### src/rtl/riscv_lsu.sv
// Load-store unit: one request/grant/response memory transaction per load/store instruction.
// Latency: store 3 cycles minimum, load 4 cycles minimum; each cycle of withheld gnt/rvalid adds one.
// Backpressure: stalls the core from acceptance until DONE; holds data_req_o with stable payload until data_gnt_i.
module riscv_lsu (
    input  logic        clk_i,
    input  logic        arstn_i,
    input  logic [31:0] lsu_addr_i,
    input  logic        lsu_we_i,
    input  logic [2:0]  lsu_size_i,
    input  logic [31:0] lsu_data_i,
    input  logic        lsu_req_i,
    output logic        lsu_stall_req_o,
    output logic [31:0] lsu_data_o,
    output logic        lsu_misaligned_o,
    output logic        data_req_o,
    output logic        data_we_o,
    output logic [3:0]  data_be_o,
    output logic [31:0] data_addr_o,
    output logic [31:0] data_wdata_o,
    input  logic        data_gnt_i,
    input  logic        data_rvalid_i,
    input  logic [31:0] data_rdata_i
);

    localparam logic [2:0] LDST_B  = 3'd0;
    localparam logic [2:0] LDST_H  = 3'd1;
    localparam logic [2:0] LDST_W  = 3'd2;
    localparam logic [2:0] LDST_BU = 3'd4;
    localparam logic [2:0] LDST_HU = 3'd5;

    typedef enum logic [1:0] {S_IDLE, S_REQ, S_WAIT, S_DONE} state_t;

    state_t      state_q, state_d;
    logic [31:0] addr_q;
    logic        we_q;
    logic [2:0]  size_q;
    logic [31:0] wdata_q;
    logic [31:0] lsu_data_q;

    logic        size_ok;
    logic        aligned;
    logic        accept;
    logic [3:0]  be_c;
    logic [31:0] wdata_c;
    logic [7:0]  rbyte;
    logic [15:0] rhalf;
    logic [31:0] load_ext;

    // Unsigned sizes exist only for loads.
    always_comb begin
        size_ok = 1'b0;
        aligned = 1'b0;
        case (lsu_size_i)
            LDST_B:  begin size_ok = 1'b1;      aligned = 1'b1;                end
            LDST_H:  begin size_ok = 1'b1;      aligned = ~lsu_addr_i[0];      end
            LDST_W:  begin size_ok = 1'b1;      aligned = (lsu_addr_i[1:0] == 2'b00); end
            LDST_BU: begin size_ok = ~lsu_we_i; aligned = 1'b1;                end
            LDST_HU: begin size_ok = ~lsu_we_i; aligned = ~lsu_addr_i[0];      end
            default: begin size_ok = 1'b0;      aligned = 1'b0;                end
        endcase
    end

    assign accept = (state_q == S_IDLE) && lsu_req_i && size_ok && aligned;

    always_ff @(posedge clk_i or negedge arstn_i) begin
        if (!arstn_i) state_q <= S_IDLE;
        else          state_q <= state_d;
    end

    always_comb begin
        state_d = state_q;
        case (state_q)
            S_IDLE: if (accept)        state_d = S_REQ;
            S_REQ:  if (data_gnt_i)    state_d = we_q ? S_DONE : S_WAIT;
            S_WAIT: if (data_rvalid_i) state_d = S_DONE;
            S_DONE:                    state_d = S_IDLE;
            default:                   state_d = S_IDLE;
        endcase
    end

    always_comb begin
        be_c    = 4'b1111;
        wdata_c = wdata_q;
        case (size_q)
            LDST_B, LDST_BU: begin
                be_c    = 4'b0001 << addr_q[1:0];
                wdata_c = {4{wdata_q[7:0]}};
            end
            LDST_H, LDST_HU: begin
                be_c    = addr_q[1] ? 4'b1100 : 4'b0011;
                wdata_c = {2{wdata_q[15:0]}};
            end
            default: begin
                be_c    = 4'b1111;
                wdata_c = wdata_q;
            end
        endcase
    end

    // Stall and misalignment are combinational on the core request, so they are
    // also gated by reset to keep every output low while arstn_i is asserted.
    always_comb begin
        lsu_stall_req_o  = 1'b0;
        lsu_misaligned_o = 1'b0;
        data_req_o       = 1'b0;
        data_we_o        = 1'b0;
        data_be_o        = 4'b0000;
        data_addr_o      = 32'h0;
        data_wdata_o     = 32'h0;
        case (state_q)
            S_IDLE: begin
                lsu_stall_req_o  = accept && arstn_i;
                lsu_misaligned_o = lsu_req_i && !(size_ok && aligned) && arstn_i;
            end
            S_REQ: begin
                lsu_stall_req_o = 1'b1;
                data_req_o      = 1'b1;
                data_we_o       = we_q;
                data_be_o       = be_c;
                data_addr_o     = {addr_q[31:2], 2'b00};
                data_wdata_o    = wdata_c;
            end
            S_WAIT:  lsu_stall_req_o = 1'b1;
            default: lsu_stall_req_o = 1'b0;
        endcase
    end

    always_comb begin
        case (addr_q[1:0])
            2'd0:    rbyte = data_rdata_i[7:0];
            2'd1:    rbyte = data_rdata_i[15:8];
            2'd2:    rbyte = data_rdata_i[23:16];
            default: rbyte = data_rdata_i[31:24];
        endcase
        rhalf = addr_q[1] ? data_rdata_i[31:16] : data_rdata_i[15:0];
        case (size_q)
            LDST_B:  load_ext = {{24{rbyte[7]}}, rbyte};
            LDST_BU: load_ext = {24'h0, rbyte};
            LDST_H:  load_ext = {{16{rhalf[15]}}, rhalf};
            LDST_HU: load_ext = {16'h0, rhalf};
            default: load_ext = data_rdata_i;
        endcase
    end

    always_ff @(posedge clk_i or negedge arstn_i) begin
        if (!arstn_i) begin
            addr_q     <= 32'h0;
            we_q       <= 1'b0;
            size_q     <= 3'd0;
            wdata_q    <= 32'h0;
            lsu_data_q <= 32'h0;
        end else begin
            if (accept) begin
                addr_q  <= lsu_addr_i;
                we_q    <= lsu_we_i;
                size_q  <= lsu_size_i;
                wdata_q <= lsu_data_i;
            end
            if (state_q == S_WAIT && data_rvalid_i)
                lsu_data_q <= load_ext;
        end
    end

    assign lsu_data_o = lsu_data_q;

endmodule
### config.mk
export PLATFORM = sky130hd
export DESIGN_NAME = riscv_lsu
export DESIGN_NICKNAME = d
export VERILOG_FILES = /design/src/rtl/riscv_lsu.sv
export SDC_FILE = /design/constraint.sdc
export NUM_CORES = 1
export LEC_CHECK = 0
export CORE_MARGIN = 3
export CORE_UTILIZATION = 44
export CTS_CLUSTER_DIAMETER = 50
export CTS_CLUSTER_SIZE = 24
export DETAILED_ROUTE_END_ITERATION = 10
export PLACE_DENSITY = 0.86
export SKIP_LAST_GASP = 1
export SLEW_MARGIN = 20
export SYNTH_ARGS = -nofsm -noshare
export SYNTH_HDL_FRONTEND = slang
export SYNTH_SLANG_ARGS = --single-unit
### constraint.sdc
create_clock -name clk_i -period 2.1 [get_ports clk_i]
set_input_delay 0.42 -clock clk_i [delete_from_list [all_inputs] [get_ports clk_i]]
set_output_delay 0.42 -clock clk_i [all_outputs]
set_load 0.02 [all_outputs]
==> results of run 1 <==
==> layout make-up <==
class | count | area share (%)
diodes | 1 | 0.0319
inverters | 9 | 0.431
well taps | 143 | 2.28
repair buffers | 251 | 28.9
clock buffers | 10 | 3.05
flip-flops and latches | 102 | 32.6
multi-input cells | 341 | 31.6
clock inverters | 6 | 1.09
==> worst register-to-register path, cell delays in order (launching register included) <==
cell,delay [ns]
dfrtp_1,0.38
inv_1,0.09
buf_4,0.14
ha_4,0.15
o211a_4,0.19
buf_8,0.17
bufbuf_16,0.37
mux2_2,0.36
==> cells in the mapped netlist (all sizes together) <==
library cell,number,area (um2)
nor2b,2,12.5
mux2,73,822
o211a,1,10.0
nand2,44,165
a222oi,7,70.1
or2,1,6.26
clkbuf,25,144
mux4,1,22.5
mux2i,16,160
nand3,30,150
a211o,1,8.76
dfrtp,102,2550
a221oi,1,8.76
nor3,3,15.0
o21ai,18,90.1
nor2,37,146
conb,1,3.75
inv,8,30.0
nor4,1,6.26
a21oi,33,169
o211ai,2,15.0
nand4b,1,23.8
ha,5,62.6
a22o,7,61.3
clkinv,1,3.75
and2,44,275
a31oi,1,6.26
o311ai,1,8.76
a22oi,8,60.1
buf,12,81.3
o22ai,1,6.26
==> power by group <==
group | switching [uW] | internal (uW) | total, uW
clock | 740 | 1070 | 1810
combinational | 3450 | 3130 | 6590
sequential | 670 | 2920 | 3590
==> cells by family (layout without fill, tap and decap cells) <==
group                      count (synthesis)  count (layout)  share of synthesized area (%)
AOI/OAI and AO/OA                         81              81                           9.89
adders and majority gates                  5               5                           1.20
buffers and inverters                     46             276                           4.98
DFF                                      102             102                           49.1
muxes                                     90              90                           19.3
other                                      1               3                         0.0722
and+or+nand+nor                          163             163                           15.4
==> metrics by stage <==
stage | instance area [um2] | power, uW | hold WS [ns] | worst slack, ns | utilization [%]
2_1_floorplan | 5200 | 7170 | 0.124 | -0.0176 | -
3_3_place_gp | 7560 | 10000 | 0.467 | -0.629 | 66.0
3_5_place_dp | 7560 | 10200 | 0.485 | -0.708 | 66.0
4_1_cts | 7710 | 11800 | 0.144 | -0.249 | 67.2
5_1_grt | 7840 | 12700 | 0.185 | -0.0708 | 68.3
6_report | 7840 | 12000 | 0.154 | -0.0220 | 68.3
==> state kept, by name, indices dropped and copies added (netlist names) <==
| name | count |
|---|---|
| size_q | 3 |
| addr_q | 32 |
| wdata_q | 32 |
| state_q | 2 |
| lsu_data_o | 32 |
| we_q | 1 |
==> per-layer routing <==
metal | global-route usage, % | vias to the layer above | part of all wire (%)
li1 | - | 2157 | -
met1 | 30.9 | 2344 | 39
met2 | 43.2 | 219 | 50
met3 | 5.55 | 36 | 7.9
met4 | 11.7 | 0 | 3.2
met5 | 0 | - | 0
==> worst max path at each step <==
stage	from	to	slack (ns)	depth (start not counted)
floorplan	state_q[1]	data_be_o[1]	-0.02	5
detailed placement	lsu_addr_i[0]	lsu_stall_req_o	-0.71	6
finish	lsu_addr_i[0]	lsu_stall_req_o	-0.02	7
global route	lsu_addr_i[0]	lsu_stall_req_o	-0.07	7
CTS	lsu_size_i[2]	lsu_stall_req_o	-0.25	6
global placement	lsu_addr_i[0]	lsu_stall_req_o	-0.63	6
==> repair_timing <==
| item | in CTS | in global routing |
|---|---|---|
| endpoints found under the setup margin | 128 | 92 |
| endpoints found under the hold margin | 0 | 0 |
| gates cloned | 2 | 1 |
| gates resized for setup | 283 | 36 |
| setup buffers | 4 | 2 |
| pin swaps | 2 | 7 |
==> reports/summary.md, run 1 <==
Measured along the y axis, the die boundary spans 115 um. Buffers placed on the I/O ports in this run total 206. Dividing the synthesized area by the synthesized cell count gives 10.7 um2.

Registers take 2550 um2. The sort of element at the end of the critical path was an output pin. The library cell used most frequently in the layout, excluding fill and tap cells, is clkdlybuf4s50_1. The flop and latch count out of synthesis is 102, and the setup-violating endpoint count in the final report is 1. Synthesis produced 488 cells. The worst-margin pin slew came out at 0.923 ns. The final-stage net count is 824, and the post-synthesis cell area is 5200 um2.

The global-route congestion overflow total came out at 0. The Yosys step of the flow raised 0 warnings. The wire length of the first global-routing pass is 26.2 mm. Arrival time reported for the critical path endpoint: 1.70 ns.

Global routing consumed, over all layers together, 25.5% of the routing resources. The portion of the clock cycle consumed by the worst path in the final layout works out to 101%. Category of the worst setup path launch point: an input port. The tool flagged a number of max-cap violations equal to 0. The estimated wirelength of the detail-placed design was 11.8 mm. The run gives 11500 um2 as the area of the core region. The number of clock buffers inserted by TritonCTS came out at 9.

In this run the critical register-to-register path is launched from state_q[1]. Capturing point of the worst reg2reg path: wdata_q[5]. In this run the number of H-tree levels came out at 3.

Wires add up to 16.9 mm. The run gives 0 as the count of final max-slew check failures. In the final routed layout, each cell accounts on average for 19.6 um. The violation count after the first detailed-route iteration is 472, and the post-route antenna net violation count is 0. In this run the tightest slew margin relative to its limit is 38.4%. The worst setup margin is -0.0220 ns. Category of the critical setup timing path: in -> out.

The run gives 38 as the count of distinct cell types in the synthesized netlist. The clock net in this run drives a total of 102 sinks. The flow ran to the end, but the final reports show violations. Dividing the detail-routed via count by the number of cells gives 5.51. The clock latency on the worst-skew pair is 0.34 ns. The run gives 13200 um2 as the overall die area. The run gives 863 as the post-layout instance count excluding filler cells.

The first-pass iteration count of the detailed router was 6; the total negative slack was -0.0220 ns. Most frequent cell on the critical path: buf_4. The buffer cell driving the clock tree root is clkbuf_16. The post-placement cell count is 838. The largest incremental delay on the critical path is 0.30 ns, and the worst voltage drop across the vdd grid is 0.789 mV.

Number of buffers and inverters on the critical path: 3. The worst clock skew is 0.00297 ns. The logs give 4756 for the overall via count from detail_route and 0.14 ns for the register-to-register setup slack.

Worst path required time: 1.68 ns. The tools report the effective utilization at floorplan as 45.3%. For this design the ratio of total power to cell area is 1530 nW/um2. The worst hold path belongs to the class in -> async.

The final reports fail on setup timing. Setup repair after global routing could not meet its margin everywhere. The run gives 49.1% as the portion of the post-synthesis area used by sequential elements. For the worst flop-to-flop path, the logic depth is 7. For the cell leakage power, the log shows 0.00362 uW. The logs give 0 for the final count of hold timing violations and 2480 um2 for the area occupied by multi-input gates. Derived from the worst setup path, the maximum achievable clock frequency is 471 MHz. Traced cell by cell, the critical path runs through dlygate4sd2_1, nor4_2, buf_4, o211a_4, a21oi_2, nor2_1, buf_4. Cells with a size suffix above 1 make up 31.6% of the layout. Via count of the first global-routing pass: 5052.

TritonCTS built the clock tree. The critical path's top delay family is buffers and inverters. For this run, design rule violations remaining after detail routing come to 0. The number of buffers inserted for hold repair after clock tree synthesis was 0.

Clock-pin slew on the worst setup and hold paths: 0.07 ns. The placement row count is 39, and the growth of design area from synthesis to finish is 50.8%. Along the worst path, the maximum fanout reaches 3.

The maximum number of pins on one net before global-route repair was 72; the number of ports placed on the die boundary was 209. No sink is reached through more buffers than the 2 on the longest clock path. From left edge to right edge, the die measures 115 um. Among all stages on the critical path, the largest delay is contributed by dlygate4sd2_1.

The post-layout minimum cycle time came out at 2.12 ns. The run gives 0.919 as the final weighted congestion of routability-driven global placement. The run gives 1 as the number of antenna violations at the first check in global routing. The filler cells instantiated in the layout total 870. Leaving out fill and tap cells, the most frequent cells in the layout are clkdlybuf4s50_1 (129), dfrtp_1 (100), mux2_2 (73).
(Power assumes the default switching activity.)
==> run 2: changes to the inputs <==
- CORE_UTILIZATION: 44 -> 35
- PLACE_DENSITY: 0.86 -> 0.72
==> run 2 against run 1 <==
Effect of this change:
- the flow still finishes with violations (setup timing)
- fmax fell by 1.1%
- hold slack got worse by 0.0017 ns
- final area rose by 1.8%
- routed wire length fell by 3.8%
- sequential power fell by 2%
==> reports/summary.md, run 2 (same netlist as run 1, synthesis figures left out) <==
The run finished, with violations left. The final reports fail on setup timing. The end point of the critical path is lsu_stall_req_o. The worst-path maximum fanout was 2 (-1).

For the count of final max-slew check failures, the log shows 0 (unchanged). The worst clock skew was 0.00613 ns (+0.00317 ns); the worst setup margin was -0.0461 ns (-0.0241 ns). The placement row count came out at 43 (+10%).

The routed wire length was 16.3 mm (-3.8%). The tools report the register-to-register setup slack as 0.19 ns (+0.05 ns). The worst path required time came out at 1.68 ns (about the same). Cell depth of the worst flop-to-flop path: 7 (unchanged). The number of inserted filler cells in the final layout came out at 1210 (+39%). Final count of hold timing violations: 0 (unchanged). The maximum clock frequency was 466 MHz (-1.1%).

The logs give 0 (unchanged) for the number of max-cap violations and 2 (+1) for the setup-violating endpoint count in the final report. The number of antenna violations at the first check in global routing was 0 (-1); the arrival time reported for the critical path endpoint was 1.73 ns (+0.03 ns). The logs give -0.654 ns (+0.0543 ns) for the worst slack at placement and 0 (unchanged) for the post-route antenna net violation count. The number of buffers on the longest clock path is 2 (unchanged). The tools report the worst voltage drop across the vdd grid as 0.800 mV (+1.4%).

Post-detailed-placement cell area: 7570 um2 (+0.15%). Setup repair after global routing could not meet its margin everywhere. The power density relative to cell area was 1490 nW/um2 (-2.7%). Die outline height: 128 um (+11%).

TritonCTS built the clock tree. The worst register-to-register path ends at addr_q[26]. The logs give 19.7% (-5.8 points) for the total routing resource utilization after global routing and 3 (unchanged) for the number of H-tree levels. The number of ports placed on the die boundary was 209 (unchanged); the layout cell share with drive strength beyond 1 was 31.0% (-0.54 points).

Most common cell after layout, fill and taps aside: clkdlybuf4s50_1. The run gives 830 (+0.73%) as the final-stage net count. The run gives 72 (unchanged) as the maximum number of pins on one net before global-route repair. Overall via count from detail_route: 4709 (-0.99%). The tools report the final antenna diode count as 0 (-1). CTS placed an instance of clkbuf_16 at the clock tree root. The growth of design area from synthesis to finish is 53.5%, and the post-detailed-route wirelength per cell is 18.0 um (-8.3%). Total negative slack: -0.0560 ns (-0.0340 ns). The final weighted congestion of routability-driven global placement is 0.874 (-4.9%), and the via count of the first global-routing pass is 4885 (-3.3%). The global-route congestion overflow total was 0 (unchanged); the cell leakage power was 0.00353 uW (-2.5%).

For the wire length of the first global-routing pass, the log shows 25.5 mm (-2.8%). The run gives 877 (+4.7%) as the post-placement cell count. The critical path starts at lsu_addr_i[1]. The sequential standard cell area was 2550 um2 (unchanged).

The sort of element at the end of the critical path was an output pin. The worst-margin pin slew was 0.943 ns (+0.0190 ns); the estimated wirelength of the detail-placed design was 12.0 mm (+1.1%). The area of the core region came out at 14200 um2 (+24%). The area occupied by multi-input gates came out at 2430 um2 (-1.7%). The horizontal extent of the die came out at 128 um (+11%). The critical path in this run is classified as in -> out. The library cells used most frequently in the layout, excluding fill and tap cells, are clkdlybuf4s50_1 (132), dfrtp_1 (100), mux2_2 (73). The post-layout instance count excluding filler cells was 905 (+4.9%); the first-pass iteration count of the detailed router was 5 (-1). The clock-pin slew on the worst setup and hold paths was 0.07 ns (about the same); the clock latency on the worst-skew pair was 0.35 ns (about the same). The tightest min-delay check is of the in -> async type. The post-layout minimum cycle time is 2.15 ns (+0.0241 ns), and the number of clock sinks seen by CTS is 102 (unchanged). The number of clock buffers inserted by TritonCTS is 9 (unchanged), and the portion of the clock cycle consumed by the worst path in the final layout is 102% (+1.1 points). Startpoint of the most critical register-to-register path: state_q[1]. The per-cell via count in the routed design works out to 5.20 (-5.6%).

For the area of all placed cells without fillers, the log shows 7980 um2 (+1.8%). The post-route DRC violation count was 0 (unchanged). The tools report the relative slew slack as 37.2% (-1.3 points). The effective utilization at floorplan is 36.6% (-8.7 points). The number of buffer cells added on primary ports is 206 (unchanged). The worst setup path is launched from an input port. The overall die area is 16300 um2 (+24%).

The violation count after the first detailed-route iteration is 272 (-42%).
run 2: worst min path at each step:
stage | endpoint | slack, ns | cells past startpoint
2_1_floorplan | addr_q[0] | 0.12 | 0
3_3_place_gp | we_q | 0.23 | 1
3_5_place_dp | we_q | 0.23 | 1
4_1_cts | state_q[1] | 0.14 | 2
5_1_grt | addr_q[9] | 0.17 | 2
6_report | addr_q[6] | 0.15 | 2
run 2: per-layer routing:
metal	GRT usage, %	up-vias	share of wire, %
li1	-	2160	-
met1	23.9	2292	40
met2	33.1	232	49
met3	6.38	25	8.7
met4	6.68	0	2.3
met5	0	-	0
run 2: layout make-up:
class | instances | share of cell area, %
multi-input cells | 341 | 30.5
well taps | 180 | 2.82
clock inverters | 7 | 0.816
inverters | 9 | 0.424
flip-flops and latches | 102 | 32.0
clock buffers | 9 | 2.82
repair buffers | 257 | 30.6
run 2: what timing repair did:
action                                  in CTS  in global routing
gates cloned                                 0                  0
hold buffers                                 1                  0
setup buffers                                5                  6
hold endpoints to repair                     1                  0
gates resized for setup                    254                 28
pin swaps                                    2                  7
endpoints found under the setup margin     135                109
run 2: stage by stage:
| step | power [uW] | util (%) | hold slack [ns] |
|---|---|---|---|
| after floorplan | 7170 | - | 0.124 |
| after global placement | 9980 | 53.3 | 0.227 |
| after detailed placement | 10100 | 53.3 | 0.230 |
| after CTS | 11800 | 55.5 | 0.144 |
| after global routing | 12600 | 56.2 | 0.172 |
| final | 11900 | 56.2 | 0.152 |
run 2: power breakdown:
| group | switching (uW) | internal (uW) | total, uW |
|---|---|---|---|
| sequential | 617 | 2920 | 3530 |
| combinational | 3430 | 3250 | 6680 |
| clock | 748 | 916 | 1660 |
| total | 4790 | 7080 | 11900 |
run 2: worst max-delay path, stage by stage:
cell and delay, ns:
clkdlybuf4s50_1 0.51, nor4_2 0.05, buf_4 0.14, o211a_4 0.24
a21oi_1 0.15, nor2_1 0.06, buf_4 0.15
